### src/rtl/cdb_pkg.sv
// Shared types, default widths and the round-robin pointer helper for the CDB arbiter.
package cdb_pkg;

   localparam int CDB_TAG_W  = 6;
   localparam int CDB_ROB_W  = 6;
   localparam int CDB_DATA_W = 32;

   typedef struct packed {
      logic                  valid;
      logic [CDB_TAG_W-1:0]  tag;
      logic [CDB_ROB_W-1:0]  rob;
      logic [CDB_DATA_W-1:0] value;
   } cdb_result_t;

   // A negative last index means nothing was granted, so the pointer holds.
   function automatic int rr_next(input int ptr, input int last, input int n);
      if (last < 0) return ptr;
      return (last + 1 >= n) ? 0 : last + 1;
   endfunction

endpackage

### src/rtl/cdb_rr_picker.sv
// Combinational round-robin picker: scans requests from rr_ptr and hands the
// first pending entries to consecutive ports, optionally leaving port 0 free.
module cdb_rr_picker #(
   parameter int NREQ   = 4,
   parameter int NPORTS = 2,
   parameter int PTR_W  = 2
) (
   input  logic [NREQ-1:0]               req,
   input  logic [PTR_W-1:0]              rr_ptr,
   input  logic                          skip_first,
   output logic [NPORTS-1:0][PTR_W-1:0]  grant_idx,
   output logic [NPORTS-1:0]             grant_vld,
   output logic [NREQ-1:0]               grant_mask,
   output logic                          any_grant,
   output logic [PTR_W-1:0]              last_idx
);

   localparam int IDX_W  = (NREQ > 1) ? $clog2(NREQ) : 1;
   localparam int PORT_W = (NPORTS > 1) ? $clog2(NPORTS) : 1;

   always_comb begin
      int port;
      int idx;
      grant_idx  = '0;
      grant_vld  = '0;
      grant_mask = '0;
      any_grant  = 1'b0;
      last_idx   = '0;
      idx        = 0;
      port       = skip_first ? 1 : 0;
      for (int k = 0; k < NREQ; k++) begin
         idx = int'(rr_ptr) + k;
         if (idx >= NREQ) idx = idx - NREQ;
         if (req[IDX_W'(idx)] && (port < NPORTS)) begin
            grant_idx[PORT_W'(port)] = PTR_W'(idx);
            grant_vld[PORT_W'(port)] = 1'b1;
            grant_mask[IDX_W'(idx)]  = 1'b1;
            any_grant                = 1'b1;
            last_idx                 = PTR_W'(idx);
            port                     = port + 1;
         end
      end
   end

endmodule

### src/rtl/cdb_arbiter.sv
// Result-bus arbiter: one holding buffer per producer, NUM_PORTS registered broadcast buses.
// Optional CDB_LSQ_PRIORITY_EN gives the LSQ (index NUM_REQ-1) fixed priority on port 0.
module cdb_arbiter
   import cdb_pkg::*;
#(
   parameter int NUM_REQ   = 4,
   parameter int NUM_PORTS = 2,
   parameter int TAG_W     = CDB_TAG_W,
   parameter int ROB_W     = CDB_ROB_W,
   parameter int DATA_W    = CDB_DATA_W
) (
   input  logic                        clk,
   input  logic                        reset,
   input  logic [NUM_REQ-1:0]          in_valid,
   output logic [NUM_REQ-1:0]          in_ready,
   input  logic [NUM_REQ*TAG_W-1:0]    in_tag,
   input  logic [NUM_REQ*ROB_W-1:0]    in_rob,
   input  logic [NUM_REQ*DATA_W-1:0]   in_value,
   output logic [NUM_PORTS-1:0]        out_valid,
   output logic [NUM_PORTS*TAG_W-1:0]  out_tag,
   output logic [NUM_PORTS*ROB_W-1:0]  out_rob,
   output logic [NUM_PORTS*DATA_W-1:0] out_value
);

   localparam int PTR_W = (NUM_REQ > 1) ? $clog2(NUM_REQ) : 1;
`ifdef CDB_LSQ_PRIORITY_EN
   localparam int RR_N = NUM_REQ - 1;
`else
   localparam int RR_N = NUM_REQ;
`endif

   logic [NUM_REQ-1:0]  pend_q, pend_d;
   logic [TAG_W-1:0]    buf_tag_q   [NUM_REQ];
   logic [TAG_W-1:0]    buf_tag_d   [NUM_REQ];
   logic [ROB_W-1:0]    buf_rob_q   [NUM_REQ];
   logic [ROB_W-1:0]    buf_rob_d   [NUM_REQ];
   logic [DATA_W-1:0]   buf_value_q [NUM_REQ];
   logic [DATA_W-1:0]   buf_value_d [NUM_REQ];
   logic [PTR_W-1:0]    rr_ptr_q, rr_ptr_d;

   logic [NUM_PORTS-1:0] out_valid_q, out_valid_d;
   logic [TAG_W-1:0]     out_tag_q   [NUM_PORTS];
   logic [TAG_W-1:0]     out_tag_d   [NUM_PORTS];
   logic [ROB_W-1:0]     out_rob_q   [NUM_PORTS];
   logic [ROB_W-1:0]     out_rob_d   [NUM_PORTS];
   logic [DATA_W-1:0]    out_value_q [NUM_PORTS];
   logic [DATA_W-1:0]    out_value_d [NUM_PORTS];

   logic [RR_N-1:0]                  rr_req, rr_mask;
   logic                             lsq_first;
   logic [NUM_PORTS-1:0][PTR_W-1:0]  pk_idx;
   logic [NUM_PORTS-1:0]             pk_vld;
   logic                             pk_any;
   logic [PTR_W-1:0]                 pk_last;

   logic [NUM_REQ-1:0]   grant, accept;
   logic [PTR_W-1:0]     port_src [NUM_PORTS];
   logic [NUM_PORTS-1:0] port_vld;

   // With LSQ priority the round-robin only sees producers 0..NUM_REQ-2.
   always_comb begin
`ifdef CDB_LSQ_PRIORITY_EN
      rr_req    = pend_q[NUM_REQ-2:0];
      lsq_first = pend_q[NUM_REQ-1];
      grant     = {pend_q[NUM_REQ-1], rr_mask};
`else
      rr_req    = pend_q;
      lsq_first = 1'b0;
      grant     = rr_mask;
`endif
   end

   cdb_rr_picker #(
      .NREQ   (RR_N),
      .NPORTS (NUM_PORTS),
      .PTR_W  (PTR_W)
   ) u_picker (
      .req        (rr_req),
      .rr_ptr     (rr_ptr_q),
      .skip_first (lsq_first),
      .grant_idx  (pk_idx),
      .grant_vld  (pk_vld),
      .grant_mask (rr_mask),
      .any_grant  (pk_any),
      .last_idx   (pk_last)
   );

   assign in_ready = ~pend_q | grant;
   assign accept   = in_valid & in_ready;

   always_comb begin
      for (int p = 0; p < NUM_PORTS; p++) begin
         port_vld[p] = pk_vld[p];
         port_src[p] = pk_idx[p];
      end
      if (lsq_first) begin
         port_vld[0] = 1'b1;
         port_src[0] = PTR_W'(NUM_REQ - 1);
      end
   end

   always_comb begin
      for (int p = 0; p < NUM_PORTS; p++) begin
         out_valid_d[p] = port_vld[p];
         out_tag_d[p]   = '0;
         out_rob_d[p]   = '0;
         out_value_d[p] = '0;
         if (port_vld[p]) begin
            out_tag_d[p]   = buf_tag_q[port_src[p]];
            out_rob_d[p]   = buf_rob_q[port_src[p]];
            out_value_d[p] = buf_value_q[port_src[p]];
         end
      end
   end

   // A refill arriving on the cycle the entry is granted keeps it pending.
   always_comb begin
      for (int i = 0; i < NUM_REQ; i++) begin
         pend_d[i]      = pend_q[i];
         buf_tag_d[i]   = buf_tag_q[i];
         buf_rob_d[i]   = buf_rob_q[i];
         buf_value_d[i] = buf_value_q[i];
         if (grant[i]) pend_d[i] = 1'b0;
         if (accept[i]) begin
            pend_d[i]      = 1'b1;
            buf_tag_d[i]   = in_tag[i*TAG_W +: TAG_W];
            buf_rob_d[i]   = in_rob[i*ROB_W +: ROB_W];
            buf_value_d[i] = in_value[i*DATA_W +: DATA_W];
         end
      end
   end

   always_comb begin
      rr_ptr_d = PTR_W'(rr_next(int'(rr_ptr_q), pk_any ? int'(pk_last) : -1, RR_N));
   end

   always_ff @(posedge clk) begin
      if (reset) begin
         pend_q      <= '0;
         rr_ptr_q    <= '0;
         out_valid_q <= '0;
         for (int p = 0; p < NUM_PORTS; p++) begin
            out_tag_q[p]   <= '0;
            out_rob_q[p]   <= '0;
            out_value_q[p] <= '0;
         end
      end else begin
         pend_q      <= pend_d;
         rr_ptr_q    <= rr_ptr_d;
         out_valid_q <= out_valid_d;
         for (int p = 0; p < NUM_PORTS; p++) begin
            out_tag_q[p]   <= out_tag_d[p];
            out_rob_q[p]   <= out_rob_d[p];
            out_value_q[p] <= out_value_d[p];
         end
      end
   end

   // Buffer contents are qualified by pend_q, so they need no reset.
   always_ff @(posedge clk) begin
      for (int i = 0; i < NUM_REQ; i++) begin
         buf_tag_q[i]   <= buf_tag_d[i];
         buf_rob_q[i]   <= buf_rob_d[i];
         buf_value_q[i] <= buf_value_d[i];
      end
   end

   always_comb begin
      out_valid = out_valid_q;
      out_tag   = '0;
      out_rob   = '0;
      out_value = '0;
      for (int p = 0; p < NUM_PORTS; p++) begin
         out_tag[p*TAG_W +: TAG_W]      = out_tag_q[p];
         out_rob[p*ROB_W +: ROB_W]      = out_rob_q[p];
         out_value[p*DATA_W +: DATA_W]  = out_value_q[p];
      end
   end

endmodule

### config.mk
export PLATFORM = sky130hd
export DESIGN_NAME = cdb_arbiter
export DESIGN_NICKNAME = d
export VERILOG_FILES = /design/src/rtl/cdb_pkg.sv /design/src/rtl/cdb_rr_picker.sv /design/src/rtl/cdb_arbiter.sv
export SDC_FILE = /design/constraint.sdc
export NUM_CORES = 1
export LEC_CHECK = 0
export CORE_UTILIZATION = 50
export CTS_CLUSTER_DIAMETER = 150
export CTS_CLUSTER_SIZE = 8
export DETAILED_ROUTE_END_ITERATION = 6
export GPL_ROUTABILITY_DRIVEN = 0
export PLACE_DENSITY_LB_ADDON = 0.3
export SYNTH_ARGS = -nofsm -noshare
export SYNTH_HDL_FRONTEND = slang
export SYNTH_HIERARCHICAL = 1
export SYNTH_SLANG_ARGS = --single-unit
### constraint.sdc
create_clock -name clk -period 6.6 [get_ports clk]
set_input_delay 0.66 -clock clk [delete_from_list [all_inputs] [get_ports clk]]
set_output_delay 0.66 -clock clk [all_outputs]
set_load 0.05 [all_outputs]
After elaboration in Yosys (flattened, before gate mapping). Memories as Yosys holds them, arrays and structs flattened. Cells that the tools add are included.

$add $sub $neg: 10. Order comparisons: 23. Equality and inequality tests: 5. Muxes and demuxes: 102. Bitwise operators: 15. Reduce and logical (&&, ||, !) cells: 14.

Operator list (number): 2-to-1 mux 32 bit (11); 2-to-1 mux 6 bit (16); adder 32 x 2 -> 32 bit, second input constant (2); < comparator 32 x 3 -> 1 bit, second input constant (2); 2-to-1 mux 2 bit (18); 2-to-1 mux 1 bit (33); >= comparator 32 x 4 -> 1 bit, second input constant (1); < comparator 32 x 1 -> 1 bit, second input constant (1); 2-to-1 mux 4 bit (7); < comparator 2 x 4 -> 1 bit, second input constant (4); bitwise OR 4 bit (4); bitwise mux 4 bit (3); logical AND 1 bit (10); >= comparator 3 bit, second input constant (3); < comparator 1 x 3 -> 1 bit, second input constant (3); binary-select mux 1 bit (select 2 bit) (4); demux 1 bit (select 2 bit) (4); >= comparator 2 x 1 -> 1 bit, second input constant (4); nonzero test 2 bit (4); subtractor 2 x 1 -> 2 bit, second input constant (4); adder 2 x 2 -> 3 bit, second input constant (2); demux 2 bit (select 1 bit) (3); bitwise OR 1 bit (6); bitwise AND 4 bit (1); 11 further kinds (19).

Register bits: 8. RAM bits: 264. Logic and storage cells: 181. Memories: 6.

Memory list: buf_value_q (words 4, width 32, read ports 2, clocked after Yosys merged registers in 0, write ports 4, line cdb_arbiter.sv:37) `logic [DATA_W-1:0] buf_value_q [NUM_REQ];`; out_value_q (words 2, width 32, read ports 2, clocked after Yosys merged registers in 0, write ports 2, line cdb_arbiter.sv:46) `logic [DATA_W-1:0] out_value_q [NUM_PORTS];`; buf_rob_q (words 4, width 6, read ports 2, clocked after Yosys merged registers in 0, write ports 4, line cdb_arbiter.sv:35) `logic [ROB_W-1:0] buf_rob_q [NUM_REQ];`; buf_tag_q (words 4, width 6, read ports 2, clocked after Yosys merged registers in 0, write ports 4, line cdb_arbiter.sv:33) `logic [TAG_W-1:0] buf_tag_q [NUM_REQ];`; out_rob_q (words 2, width 6, read ports 2, clocked after Yosys merged registers in 0, write ports 2, line cdb_arbiter.sv:44) `logic [ROB_W-1:0] out_rob_q [NUM_PORTS];`; out_tag_q (words 2, width 6, read ports 2, clocked after Yosys merged registers in 0, write ports 2, line cdb_arbiter.sv:42) `logic [TAG_W-1:0] out_tag_q [NUM_PORTS];`.

Depth between registers and ports, before layout. An unclocked memory read counts as a cell.

Depth after elaboration: 21. Gate-level depth with buffers: 19.

Cells and area by module. Netlist, hierarchy kept.

By module, submodules not included: cdb_arbiter (instances 1, cells each 607, area an instance 10094.7 sq um, sequential area each 7206.9 sq um); cdb_rr_picker (instances 1, cells each 110, area an instance 887.1 sq um, sequential area each 0.0 sq um).

Worst setup path before layout. Ideal clock, no wire load.

Kind: register to register. Start: register rr_ptr_q[0]. End: memory buf_rob_q[3][0] (netlist name) (enable). Setup time: 406 ps. Arrival: 4953 ps. Required time: 6194 ps. Setup slack: 1241 ps. Cell stages (with the launch flop): 16. Path buffers: 2. Period minus slack after synthesis: 5359 ps. Cells stage by stage: dfxtp_1 > buf_2 > inv_1 > ha_1 > buf_2 > mux4_2 > a21oi_2 > nor2_1 > ha_1 > or2_2 > a21boi_4 > o21ai_2 > nor2_1 > a221o_1 > nand2b_1 > and2_1.

RTL lines: start, declared (line cdb_arbiter.sv:39) `logic [PTR_W-1:0] rr_ptr_q, rr_ptr_d;`; start signal, assigned (line cdb_arbiter.sv:149) `rr_ptr_q <= rr_ptr_d;`; end, declared (line cdb_arbiter.sv:35).

Worst setup path after layout.
Start: register rr_ptr_q[0]. End: output port in_ready[2].

Cells in the longest elaborated chain, start to end: 16. Elaborated cells on any way between the ends: 66.

Ends and longest elaborated chain: >= comparator 2 x 3 -> 1 bit / subtractor 2 x 1 -> 2 bit (equally long branches) (line cdb_rr_picker.sv:33) `if (idx >= NREQ) idx = idx - NREQ;`; 2-to-1 mux 2 bit (line cdb_rr_picker.sv:33); binary-select mux 1 bit (select 2 bit) (line cdb_rr_picker.sv:34) `if (req[IDX_W'(idx)] && (port < NPORTS)) begin`; 2-to-1 mux 1 bit (not written as such) (2 in series) (line cdb_rr_picker.sv:34); 2-to-1 mux 1 bit (line cdb_rr_picker.sv:34); < comparator 1 x 2 -> 1 bit (line cdb_rr_picker.sv:34); logical AND 1 bit (line cdb_rr_picker.sv:34); 2-to-1 mux 32 bit (line cdb_rr_picker.sv:34); < comparator 32 x 3 -> 1 bit (line cdb_rr_picker.sv:34); logical AND 1 bit (line cdb_rr_picker.sv:34); 2-to-1 mux 32 bit (line cdb_rr_picker.sv:34); < comparator 32 x 3 -> 1 bit (line cdb_rr_picker.sv:34); logical AND 1 bit (line cdb_rr_picker.sv:34); 2-to-1 mux 4 bit (*) (line cdb_rr_picker.sv:34); named net grant[2] (line cdb_arbiter.sv:56) `logic [NUM_REQ-1:0] grant, accept;`; bitwise OR 4 bit (*) (line cdb_arbiter.sv:88) `assign in_ready = ~pend_q | grant;`; end, declared (line cdb_arbiter.sv:15) `output logic [NUM_REQ-1:0] in_ready,`.

The timed path passes the listed nets; every way through them passes the cells marked *. The select of a mux whose other input is x is not followed.

==> impl_metrics.toml <==
[run_status]
violations = "max-slew violations"
status = "finished, violations left"

[floorplan]
die_h_um = 150
initial_core_util_pct = 51.6
die_area_um2 = 22600
rows = 53
core-area_um2 = 21300
die_w_um = 150
io_pins = 276

[logic_synthesis]
ys_seq_area_share_pct = 65.6
ys_ff_latch = 272
synth_edf_count = 176
synth_area_per_cell_um2 = 15.3
synth_top_area_cell = "edfxtp_1"
synth_top_cells_by_count = "mux2i_1, edfxtp_1, dfxtp_1"
synth-warning-count = 6
syn-cell-area_um2 = 11000
syn_inst = 717
synth_area_leaders = "edfxtp_1, dfxtp_1, mux2i_1"
yosysTopAreaCellShare_pct = 48.1
yosysMostFrequentCell = "mux2i_1"
synthFlopType = "edfxtp_1"
yosysUniqueCellTypes = 47
synthArstFlopShare_pct = 0

[layout]
final_cell_count_no_fill = 1306
design_area_um2 = 15000
area_growth_pct = 36.6
drive_gt1_share_pct = 7.39
final_nets = 1199

[timing]
clock_skew_ps = 8.93
fin_tns_setup_ps = 0
setup_viol = 0
relSlewSlack_pct = -45.3
period_share_pct = 94.9
period_minus_slack_ps = 6260
hold_viol_final = 0
rsz0062_at_grt = "false"
worstMarginPinSlew_ps = 2180
fmax_ghz = 0.160
slew_viol_final = 45

[route]
vias_per_cell = 5.60
antenna_left = 0
drt_iter0_markers = 477
vias = 7310
dr.pass1.iters = 5
routed_wl_mm = 29.0
wl_per_cell_um = 22.2
drc = 0

[cts]
clk_pin_slew_ps = 50
clock_sinks = 272
cts_root_buf = "clkbuf_16"
cts_tree = "done"
cts_hold_buffers = 0
postCtsSetupBuffers = 0
cts-htree-levels = 2
clockBufferDepth = 3
cts.repair.resized = 0
insertion_delay_ps = 510
cts_buffers = 39

[grt]
grt_pass1_vias = 7650
grt_pass1_wl_mm = 42.6
antenna_found_initial = 4
overflow = 0
globalRouteTotalUtil_pct = 25.6
grt_max_degree = 89

[setup_path]
cp.required_ps = 5940
critPathArrivalTime_ps = 5600
cp_max_fo = 18
critical_path_class = "reg2out"
cp-start-kind = "flop"
end_kind = "primary output"

[pwr]
leakage_nw = 5.54
p_per_area_nw_per_um2 = 409
vdd_drop_max_v = 0.000308
fin_total_pwr_mw = 6.14

[placement]
port_buffers = 275
place_inst = 1235
place_area_um2 = 13800
place_hpwl_mm = 18.4

[min_path]
hold_path.class = "reg2reg"

[flow_run]
drv_cap = 0
==> path summary, 6_finish.rpt <==
check             cells past startpoint  slack [ps]                   startpoint                       endpoint
setup / recovery                     13         340     rr_ptr_q[0]$_SDFFE_PP0P_                    in_ready[2]
setup reg to reg                     14         810     rr_ptr_q[0]$_SDFFE_PP0P_  out_value_q[0][31]$_SDFF_PP0_
hold reg to reg                       2         550  buf_value_q[0][2]$_DFFE_PP_   out_value_q[0][2]$_SDFF_PP0_
hold / removal                        2         550  buf_value_q[0][2]$_DFFE_PP_   out_value_q[0][2]$_SDFF_PP0_
==> layout by cell type (no fill, tap or decap), types with 2 or more instances in the layout <==
cell type,instances
mux4_1,2
nor2_1,9
o21ai_2,2
o22ai_2,4
clkdlybuf4s50_1,275
conb_1,9
a221o_1,3
and2_2,4
clkbuf_16,41
a22o_1,3
nand3b_2,2
buf_4,3
buf_12,5
ha_1,16
o31ai_1,2
o22ai_1,85
o21ai_0,3
a222oi_1,2
o211ai_1,2
nor3_1,2
mux2i_1,180
nand2_1,9
mux2_2,3
diode_2,2
nand3_1,4
mux4_2,2
clkbuf_1,27
and2b_2,2
a21oi_1,9
o21a_1,4
dfxtp_1,96
nand2b_1,8
inv_1,13
a211oi_1,2
and2_1,3
edfxtp_1,176
==> per-layer routing <==
metal | GRT usage (%) | routed length, um | vias up
met5 | 0 | 26 | -
met3 | 7.64 | 2650 | 62
li1 | - | - | 3348
met1 | 32.0 | 12000 | 3546
met4 | 9.80 | 760 | 4
met2 | 42.0 | 13600 | 350
==> layout make-up <==
| type | count | area [um^2] |
|---|---|---|
| Fill cell | 1431 | 6290 |
| Timing Repair Buffer | 283 | 2880 |
| Clock buffer | 68 | 1130 |
| Clock inverter | 1 | 20.0 |
| Tap cell | 275 | 344 |
| Inverter | 13 | 48.8 |
| Antenna cell | 2 | 5.00 |
| Sequential cell | 272 | 7210 |
| Multi-Input combinational cell | 392 | 3370 |
==> cells by family after synthesis <==
kind of cell / count (synthesis) / share of synthesized area, %
compound gates: 131 / 8.29
simple gates: 49 / 2.56
fa+ha+maj: 16 / 1.82
other cells: 2 / 0.0684
buf+inv: 60 / 4.02
mux: 187 / 17.6
flops: 272 / 65.6
==> through the flow <==
stage | setup slack [ps] | hold WS, ps | utilization [%]
finish | 339 | 550 | 70.5
CTS | 406 | 558 | 70.4
global placement | 1070 | 520 | 65.1
detailed placement | 904 | 530 | 65.1
global route | 64.7 | 587 | 70.5
floorplan | 1240 | 502 | -
==> critical path, cell delays in order (launching register included) <==
cell	delay [ps]
dfxtp_1	770
inv_1	340
ha_1	580
mux4_2	470
a21oi_2	370
nor2_1	150
ha_1	300
or2_2	300
a21boi_4	280
o21ai_2	120
nor2_1	190
a221o_1	210
nand2b_1	170
clkdlybuf4s50_1	830
==> state kept, by name (all words and copies together), names as in the netlist <==
register     count
pend_q           4
out_valid        2
out_rob_q       12
out_tag_q       12
rr_ptr_q         2
buf_rob_q       24
out_value_q     64
buf_tag_q       24
buf_value_q    128
==> power by group <==
| group | total (mW) | switching [mW] | internal, mW |
|---|---|---|---|
| Clock | 1.85 | 0.696 | 1.15 |
| Combinational | 2.10 | 1.24 | 0.859 |
| Sequential | 2.19 | 0.115 | 2.08 |
(Power assumes the default switching activity.)
